$ cat src/rtl/ex_mem_stage_pkg.sv
// ============================================================================
// Module : ex_mem_stage_pkg
// Brief  : Shared widths, control-bit indices, payload and FSM types for EX/MEM.
// Rev    : 1.0
// ============================================================================
`default_nettype none

package ex_mem_stage_pkg;

   localparam int XLEN   = 64;
   localparam int REG_AW = 5;
   localparam int CTRL_W = 5;

   // Bit positions inside ctrl = {reg_write, mem_read, mem_write, mem_to_reg, branch}
   localparam int CTRL_REG_WRITE = 4;
   localparam int CTRL_MEM_READ  = 3;
   localparam int CTRL_MEM_WRITE = 2;
   localparam int CTRL_MEM_TO_REG = 1;
   localparam int CTRL_BRANCH    = 0;

   typedef struct packed {
      logic [XLEN-1:0]   alu_result;
      logic              zero;
      logic [XLEN-1:0]   br_target;
      logic [XLEN-1:0]   rs2_data;
      logic [REG_AW-1:0] rd;
      logic [CTRL_W-1:0] ctrl;
   } payload_t;

   typedef enum logic [1:0] {
      ST_EMPTY = 2'd0,
      ST_ONE   = 2'd1,
      ST_FULL  = 2'd2
   } state_t;

endpackage

`default_nettype wire

$ cat src/rtl/ex_mem_slot.sv
// ============================================================================
// Module : ex_mem_slot
// Brief  : One payload register with load enable (main or skid slot).
// Rev    : 1.0
// ============================================================================
`default_nettype none

module ex_mem_slot
   import ex_mem_stage_pkg::*;
(
   input  wire logic     clk,
   input  wire logic     reset,
   input  wire logic     i_load,
   input  wire payload_t i_d,
   output payload_t      o_q
);

   payload_t r_q;

   always_ff @(posedge clk or posedge reset) begin
      if (reset) begin
         r_q <= '0;
      end else if (i_load) begin
         r_q <= i_d;
      end
   end

   assign o_q = r_q;

endmodule

`default_nettype wire

$ cat config.mk
export PLATFORM = sky130hd
export DESIGN_NAME = ex_mem_slot
export DESIGN_NICKNAME = d
export VERILOG_FILES = /design/src/rtl/ex_mem_stage_pkg.sv /design/src/rtl/ex_mem_slot.sv
export SDC_FILE = /design/constraint.sdc
export NUM_CORES = 1
export LEC_CHECK = 0
export BUFFER_PORTS_ARGS = -buffer_cell sky130_fd_sc_hd__buf_4
export CAP_MARGIN = 25
export CORE_AREA = 2 2 157 159
export CTS_CLUSTER_DIAMETER = 100
export DETAILED_ROUTE_END_ITERATION = 12
export DIE_AREA = 0 0 159 161
export PLACE_DENSITY = 0.66
export SLEW_MARGIN = 30
export SYNTH_ARGS = -nofsm -noshare
export SYNTH_HDL_FRONTEND = slang
export SYNTH_SLANG_ARGS = --single-unit
export TNS_END_PERCENT = 100
$ cat constraint.sdc
create_clock -name clk -period 5.47 [get_ports clk]
set_input_delay 0 -clock clk [delete_from_list [all_inputs] [get_ports clk]]
set_output_delay 0 -clock clk [all_outputs]
set_load 0.01 [all_outputs]
==> results by group, run 1 <==
Run status
  – Status: finished clean

Setup path
  – R2R cell count: 1
  – Worst EP arrival: 2.03 ns
  – CP endpoint kind: flop
  – R2R Path Start: o_q[80]
  – Worst reg-to-reg setup slack: 4.66 ns
  – Required @ worst endpoint: 5.85 ns
  – Crit path to: o_q[80]
  – Critical path startpoint category: input pin
  – Worst-path maximum fanout: 101
  – Critical Path Source: i_load
  – Worst r2r dst: o_q[80]
  – Critical path class: input pin to flop

Logic synthesis
  – Synth Area in Compound Gates: 0
  – Library cells used by synthesis: 7
  – Mapped Nets: 636
  – Mux cell area share after synthesis: 0.354
  – Synth Area in XOR/XNOR: 0
  – Largest family of logic cells by synthesized area: multiplexers
  – Cell area after synthesis: 0.00825 sq mm
  – Synth warn: 0
  – Seq cells post-synth: 203
  – Most frequent cell after synthesis: dfrtp_1
  – Top post-synthesis cells by area: dfrtp_1, mux2_4, mux2_2, buf_6, buf_2
  – Syn Area/Cell: 19.2 sq um
  – Synth Area in Simple Gates: 0
  – Most area-hungry cell type in the Yosys netlist: dfrtp_1
  – Synth Instances: 430
  – Synth top cells by count: dfrtp_1, mux2_4, mux2_2
  – Synth Area in Adders: 0
  – Post-synth EDFFs: 0
  – Register area share after synthesis: 0.616
  – Ys flop type: dfrtp_1
  – Share of the synthesized area in the top cell type: 0.616
  – Ys async rst share: 1.00

Clock tree
  – Worst skew pair latency: 0.49 ns
  – TritonCTS clock tree: done
  – Clock sink total: 203
  – Postcts setup bufs: 0
  – CTS max path bufs: 3
  – Number of CTS-inserted buffers: 23
  – Clock Pin Slew Worst Setup and Hold Paths: 0.06 ns
  – CTS root buf: clkbuf_16
  – H-tree lvl count: 1
  – Hold-fix buffers, CTS: 204
  – CTS resizes: 0

Finish
  – Max FFs per register: 203
  – FF/Latch Area: 0.00508 sq mm
  – Layout Area Growth over Synthesis: 73.7%
  – Fill cell count: 1776
  – Multi-input logic area: 0.00292 sq mm
  – N_diodes: 0
  – Layout cells sized above 1: 0.609
  – Non-Filler Instances: 1389
  – Nets: 1255

Global route
  – Pin count of the biggest net entering global routing: 104
  – Total grt overflow: 0
  – Vias in the first global route: 6896
  – First-pass GRT wire length: 38.4 mm
  – Tot GR Track Use: 0.186
  – Initial antenna violation count: 0

Die
  – Site Rows: 57
  – Initial Util: 0.344
  – Width of the die: 159 microns
  – Die area: 0.0256 sq mm
  – Core area: 0.0240 sq mm
  – Die Y: 161 microns
  – # IOs: 409

Pwr
  – Static leakage power: 7.11 nW
  – Overall Power: 0.00413 W
  – PD cells: 288 mW/mm^2
  – Maximum vdd drop: 244 uV

STA
  – Achievable Freq: 606 MHz
  – Final setup skew: 0 ns
  – Final setup fails: 0
  – Least-Margin Pin Slew: 0.877 ns
  – Final worst-path cycle share: 0.302
  – Final TNS setup: 0 ns
  – Min Clock Period, post-route: 1.65 ns
  – Max Slew Vio Count: 0
  – Final Hold Fails: 0
  – Unrepaired setup endpoints after global routing: false
  – Hold_ws: 0.234 ns
  – Slew margin rel.: 0.415

Placed design
  – Post-DP HPWL: 14.7 mm
  – Final GP Congestion: 0.746
  – Post-Place Cells: 1142
  – Port Buffers: 408

Drt
  – Detailed-route via count: 6079
  – DRC viols: 0
  – DR pass1 iterations: 4
  – Detail Route Antenna Nets: 0
  – Initial DRC count: 303
  – Routed len/inst: 17.6 microns
  – Via/cell ratio: 4.38
  – Total wire length: 24.4 mm

Hold path
  – Hold Path Class: input pin to asynchronous set/reset pin

Job
  – Max-cap check violation count: 0
[through the flow]
stage / setup WS, ns / area, sq um / util
6_report: 3.82 / 14300 / 0.598
5_1_grt: 3.63 / 14300 / 0.598
4_1_cts: 3.84 / 14300 / 0.597
3_5_place_dp: 3.48 / 11500 / 0.481
3_3_place_gp: 3.43 / 11500 / 0.481
2_1_floorplan: 2.84 / 8260 / -
[per-layer routing]
layer | part of all wire | global-route usage | up-vias
li1 | - | - | 2746
met1 | 0.38 | 0.221 | 3006
met2 | 0.52 | 0.331 | 270
met3 | 0.067 | 0.0437 | 57
met4 | 0.032 | 0.0661 | 0
met5 | 0 | 0 | -
[cell usage in the layout, fill, tap and decap left out]
master         instances
dlygate4sd3_1        205
mux2_4               170
bufinv_16              1
buf_16                 1
clkinvlp_4             2
buf_12                 2
clkinv_2               4
buf_4                408
clkbuf_16             23
clkbuf_8               4
mux2_2                33
clkbuf_1               8
dfrtp_1              203
buf_8                  1
[worst max-delay path: stages]
cell           delay, ns
dlygate4sd3_1       0.56
buf_8               0.34
buf_12              0.61
mux2_2              0.42
[cells by family (layout without fill, tap and decap cells)]
| kind of cell | Yosys count | after routing |
|---|---|---|
| DFF | 203 | 203 |
| muxes | 203 | 203 |
| buffers and inverters | 24 | 659 |
[power breakdown]
group / switching (W) / total, W / internal (W)
Sequential: 0.0000942 / 0.00175 / 0.00165
Clock: 0.000601 / 0.00148 / 0.000877
Combinational: 0.000320 / 0.000901 / 0.000581
Total: 0.00102 / 0.00413 / 0.00311
[final cells by class]
class / instances / area share
timing repair buffer: 617 / 0.363
sequential: 203 / 0.354
multi-input combinational: 203 / 0.204
clock buffer: 35 / 0.0461
tap: 324 / 0.0283
clock inverter: 6 / 0.00402
inverter: 1 / 0.000524
[worst min-delay path by stage]
stage,from,endpoint,slack [ns],cells after the start
3_5_place_dp,reset,o_q[172],0.19,2
2_1_floorplan,i_d[0],o_q[0],0.15,1
3_3_place_gp,reset,o_q[172],0.19,2
6_report,reset,o_q[172],0.23,3
4_1_cts,i_load,o_q[24],0.18,2
5_1_grt,i_d[184],o_q[184],0.26,3
No activity file was read; power rests on OpenSTA's default activity.
==> inputs of run 2 (changes only) <==
--- a/config.mk
+++ b/config.mk
@@ -7,11 +7,10 @@
 export LEC_CHECK = 0
 export BUFFER_PORTS_ARGS = -buffer_cell sky130_fd_sc_hd__buf_4
 export CAP_MARGIN = 25
-export CORE_AREA = 2 2 157 159
+export CORE_AREA = 2 2 159 161
 export CTS_CLUSTER_DIAMETER = 100
 export DETAILED_ROUTE_END_ITERATION = 12
-export DIE_AREA = 0 0 159 161
-export PLACE_DENSITY = 0.66
+export DIE_AREA = 0 0 161 163
 export SLEW_MARGIN = 30
 export SYNTH_ARGS = -nofsm -noshare
 export SYNTH_HDL_FRONTEND = slang
==> constraint.sdc (replaced) <==
create_clock -name clk -period 1.7 [get_ports clk]
set_input_delay 0 -clock clk [delete_from_list [all_inputs] [get_ports clk]]
set_output_delay 0 -clock clk [all_outputs]
set_load 0.01 [all_outputs]
==> run 2 against run 1 <==
Against the previous run:
- cell count is 3.0% higher
- routed wire length up 1.4%
- non-clock buffer count up 33
- register-to-register slack got worse by 4.3 ns
- sequential power grew to 3.2 times the previous value
- global-route usage shrank 0.40 points
- critical path type is now flop to flop
- largest power group unchanged
==> results by group, run 2 (same netlist as run 1, synthesis figures left out) <==
Run status
  – Status: finished clean

Global route
  – Vias in the first global route: 6805
  – First-pass GRT wire length: 38.1 mm
  – Met1 usage: 0.216
  – M2 GR Usage: 0.330
  – Pin count of the biggest net entering global routing: 64
  – Busiest grt layer: met2
  – GRT met3 Usage: 0.0418
  – Total grt overflow: 0
  – Initial antenna violation count: 0
  – Tot GR Track Use: 0.182

Finish
  – Layout cells sized above 1: 0.612
  – Layout Area Growth over Synthesis: 80.1%
  – Fill cell count: 1886
  – Max FFs per register: 203
  – N_diodes: 0
  – Most frequent cells in the layout: buf_4, dlygate4sd3_1, dfrtp_1
  – Post-route cell area: 0.0149 sq mm
  – Nets: 1289
  – FF/Latch Area: 0.00508 sq mm
  – Non-Filler Instances: 1431
  – Multi-input logic area: 0.00292 sq mm
  – Final Util: 0.602
  – Commonest non-fill, non-tap cell in the layout: buf_4

STA
  – Least-Margin Pin Slew: 0.429 ns
  – Max Slew Vio Count: 0
  – Final setup fails: 0
  – Final Hold Fails: 0
  – Slew margin rel.: 0.714
  – Final setup skew: 0 ns
  – Unrepaired setup endpoints after global routing: false
  – Final TNS setup: 0 ns
  – Final worst-path cycle share: 0.802
  – Hold_ws: 0.0302 ns
  – Min Clock Period, post-route: 1.36 ns
  – Achievable Freq: 734 MHz

Die
  – Core area: 0.0247 sq mm
  – # IOs: 409
  – Die Y: 163 microns
  – Die area: 0.0262 sq mm
  – Width of the die: 161 microns
  – Initial Util: 0.334
  – Site Rows: 58

Setup path
  – Critical path startpoint category: flop
  – Worst-path maximum fanout: 2
  – Required @ worst endpoint: 2.08 ns
  – Worst EP arrival: 1.75 ns
  – CP endpoint kind: flop
  – Critical path class: flop to flop
  – R2R cell count: 2

Drt
  – Total wire length: 24.8 mm
  – Via/cell ratio: 4.28
  – DR pass1 iterations: 4
  – Detailed-route via count: 6130
  – DRC viols: 0
  – Detail Route Antenna Nets: 0
  – Initial DRC count: 188
  – Routed len/inst: 17.3 microns

Clock tree
  – TritonCTS clock tree: done
  – Clock Pin Slew Worst Setup and Hold Paths: 0.06 ns
  – CTS resizes: 0
  – CTS max path bufs: 3
  – Number of CTS-inserted buffers: 24
  – Clock sink total: 203
  – Postcts setup bufs: 0
  – Hold-fix buffers, CTS: 222
  – Worst skew pair latency: 0.50 ns
  – CTS root buf: clkbuf_16
  – H-tree lvl count: 1

Placed design
  – Post-Place Cells: 1165
  – Final GP Congestion: 0.770
  – Post-DP HPWL: 16.1 mm
  – Post-DP Area: 0.0118 sq mm
  – Port Buffers: 408

Pwr
  – Static leakage power: 7.36 nW
  – Maximum vdd drop: 707 uV
  – PD cells: 946 mW/mm^2

Hold path
  – Hold Path Class: input pin to asynchronous set/reset pin

Job
  – Max-cap check violation count: 0
[run 2: cell count changes in the layout (fill, tap and decap cells not counted), sizes merged]
cell	before	now
bufinv	1	3
inv	0	1
clkinv	4	6
buf	412	428
clkbuf	35	32
dlygate4sd3	205	222
clkinvlp	2	3
[run 2: final timing paths]
| path | start | end | slack [ns] |
|---|---|---|---|
| worst max-delay path | o_q[102] | o_q[102] | 0.34 |
| worst min-delay path | reset | o_q[1] | 0.03 |
| worst max register to register | o_q[102] | o_q[102] | 0.34 |
| worst min register to register | o_q[77] | o_q[77] | 0.51 |
| max in group asynchronous | reset | o_q[3] | 0.94 |
| min in group clk | i_load | o_q[151] | 0.09 |
[run 2: metrics by stage]
stage	power (W)	worst slack (ns)
after global routing	0.0146	0.294
after CTS	0.0142	0.356
final	0.0141	0.337
after floorplan	0.00685	-0.930
after global placement	0.00822	0.567
after detailed placement	0.00825	0.554
[run 2: power breakdown]
group | switching (W) | total [W] | internal, W | leakage (nW)
Sequential | 0.000307 | 0.00563 | 0.00532 | 2.37
Clock | 0.00206 | 0.00542 | 0.00336 | 0.417
Combinational | 0.00105 | 0.00302 | 0.00197 | 4.57
Total | 0.00342 | 0.0141 | 0.0106 | 7.36
[run 2: area by class of cell]
class | instances | area share
multi-input cells | 203 | 0.197
clock buffers | 32 | 0.0472
clock inverters | 12 | 0.00968
well taps | 330 | 0.0278
flip-flops and latches | 203 | 0.342
repair buffers | 650 | 0.376
inverters | 1 | 0.000505
[run 2: layer usage]
metal  part of all wire  vias to the layer above  wire [microns]
met5                  0                        -               0
met4              0.023                        0             561
met3              0.066                       41            1630
met2               0.53                      248           13100
met1               0.38                     3024            9470
li1                   -                     2817               -
[run 2: worst max-delay path: stages, from the launching register on]
cell and delay (ns):
dfrtp_1 0.41, mux2_4 0.28, dlygate4sd3_1 0.55
==> inputs of run 3 (changes only) <==
==> constraint.sdc (replaced) <==
create_clock -name clk -period 1.4 [get_ports clk]
set_input_delay 0 -clock clk [delete_from_list [all_inputs] [get_ports clk]]
set_output_delay 0 -clock clk [all_outputs]
set_load 0.01 [all_outputs]
==> run 3 against run 2 <==
Against the previous run:
- critical path depth unchanged
- sequential share of layout area increased by 0.52 points
- flip-flop and latch count unchanged
- clock skew unchanged
- first-iteration DRC count increased by 20%
- utilization decreased by 0.91 points
- power increased by 17%
- combinational power increased by 20%
- final area decreased by 1.5%
- fmax increased by 3.2%
- global-route usage decreased by 0.090 points
- largest cell class unchanged
==> results by group, run 3 (same netlist as run 1, synthesis figures left out) <==
Setup path
  – Required @ worst endpoint: 1.79 ns
  – Worst r2r dst: o_q[53]
  – Delay-heaviest family, CP: buffers and inverters
  – Critical Path Slowest Stage Cell: dlygate4sd3_1
  – Crit path largest cell delay: 0.55 ns
  – R2R cell count: 2
  – CP endpoint kind: flop
  – Critical path startpoint category: flop
  – Cell chain of the critical path: mux2_4 -> dlygate4sd3_1
  – Worst-path maximum fanout: 2
  – R2R Path Start: o_q[53]
  – Critical path class: flop to flop
  – Worst EP arrival: 1.71 ns
  – Worst reg-to-reg setup slack: 0.08 ns
  – WP buf/inv: 1

STA
  – Least-Margin Pin Slew: 0.481 ns
  – Achievable Freq: 757 MHz
  – Final TNS setup: 0 ns
  – Unrepaired setup endpoints after global routing: false
  – Final setup skew: 0 ns
  – Final Hold Fails: 0
  – Max Slew Vio Count: 0
  – Slew margin rel.: 0.679
  – Final setup fails: 0
  – Min Clock Period, post-route: 1.32 ns
  – Final worst-path cycle share: 0.943

Pwr
  – Logic pwr share: 0.220
  – Clock Power Share: 0.363
  – PD cells: 1120 mW/mm^2
  – Static leakage power: 7.25 nW
  – Internal Pwr Total: 0.0123 W
  – Overall Power: 0.0164 W
  – Switching Fraction: 0.249
  – Maximum vdd drop: 1060 uV
  – P_sw: 0.00408 W
  – Sequential share of power: 0.417

Clock tree
  – Clock sink total: 203
  – Clock Pin Slew Worst Setup and Hold Paths: 0.06 ns
  – Postcts setup bufs: 0
  – Hold-fix buffers, CTS: 216
  – TritonCTS clock tree: done
  – CTS resizes: 0
  – CTS max path bufs: 3
  – Number of CTS-inserted buffers: 23
  – Worst skew pair latency: 0.50 ns
  – H-tree lvl count: 1
  – CTS root buf: clkbuf_16

Hold path
  – Hold Path Class: input pin to flop
  – Hold Path Origin: i_load
  – Hold Path Depth: 3
  – WHS Endpoint: o_q[148]

Finish
  – Layout Area Growth over Synthesis: 77.4%
  – Most frequent cells in the layout: buf_4, dlygate4sd3_1, dfrtp_1
  – Nets: 1280
  – Commonest non-fill, non-tap cell in the layout: buf_4
  – Max FFs per register: 203
  – Post-route cell area: 0.0146 sq mm
  – Non-Filler Instances: 1421
  – Fill cell count: 1892
  – Layout cells sized above 1: 0.614

Drt
  – Detailed-route via count: 6139
  – Routed len/inst: 17.3 microns
  – Total wire length: 24.5 mm
  – Detail Route Antenna Nets: 0
  – Via/cell ratio: 4.32
  – DRC viols: 0
  – DR pass1 iterations: 4
  – Initial DRC count: 225

Die
  – # IOs: 409
  – Width of the die: 161 microns
  – Core area: 0.0247 sq mm
  – Site Rows: 58
  – Die Y: 163 microns
  – Initial Util: 0.334
  – Die area: 0.0262 sq mm

Global route
  – Tot GR Track Use: 0.181
  – Initial antenna violation count: 1
  – Vias in the first global route: 6822
  – First-pass GRT wire length: 37.8 mm
  – Total grt overflow: 0
  – Pin count of the biggest net entering global routing: 89

Placed design
  – Post-DP HPWL: 16.0 mm
  – Post-DP Area: 0.0117 sq mm
  – Port Buffers: 408
  – Final GP Congestion: 0.734
  – Post-Place Cells: 1163

Job
  – Max-cap check violation count: 0

Run status
  – Status: finished clean
-- run 3: worst max-delay path by stage --
stage	startpoint	end	slack [ns]	cells after the start
detailed placement	i_load	o_q[94]	0.36	3
global placement	i_load	o_q[89]	0.37	3
floorplan	reset	o_q[0]	-1.23	1
CTS	o_q[15]	o_q[15]	0.08	2
global route	o_q[145]	o_q[145]	0.05	2
finish	o_q[53]	o_q[53]	0.08	2
-- run 3: cell type report --
cell class	count	area, sq um	share of cell area
Antenna cell	1	2.50	0.000171
Clock inverter	14	134	0.00915
Timing Repair Buffer	642	5470	0.374
Inverter	1	7.51	0.000513
Clock buffer	27	611	0.0417
Sequential cell	203	5080	0.347
Tap cell	330	413	0.0282
Multi-Input combinational cell	203	2920	0.200
-- run 3: worst reg2reg max path, cell delays in order (launching register included) --
cell           delay [ns]
dfrtp_1              0.39
mux2_4               0.26
dlygate4sd3_1        0.55
-- run 3: layer usage --
metal,up-vias,GRT usage,part of all wire
met5,-,0,0
met2,265,0.316,0.51
met3,51,0.0469,0.066
met1,3031,0.218,0.39
met4,0,0.0621,0.032
li1,2792,-,-
-- run 3: power groups by stage --
stage	logic, W	clock network [W]	registers [W]
5_1_grt	0.00382	0.00641	0.00690
2_1_floorplan	0.00117	0	0.00715
4_1_cts	0.00362	0.00617	0.00682
3_3_place_gp	0.00305	0	0.00691
6_report	0.00361	0.00595	0.00683
3_5_place_dp	0.00309	0	0.00690
-- run 3: per-stage QoR --
| step | hold WS, ns | worst slack, ns | util |
|---|---|---|---|
| detailed placement | 0.0842 | 0.358 | 0.475 |
| CTS | 0.0752 | 0.0787 | 0.593 |
| finish | 0.104 | 0.0792 | 0.593 |
| global route | 0.107 | 0.0460 | 0.593 |
| global placement | 0.0804 | 0.365 | 0.475 |
| floorplan | 0.148 | -1.23 | - |
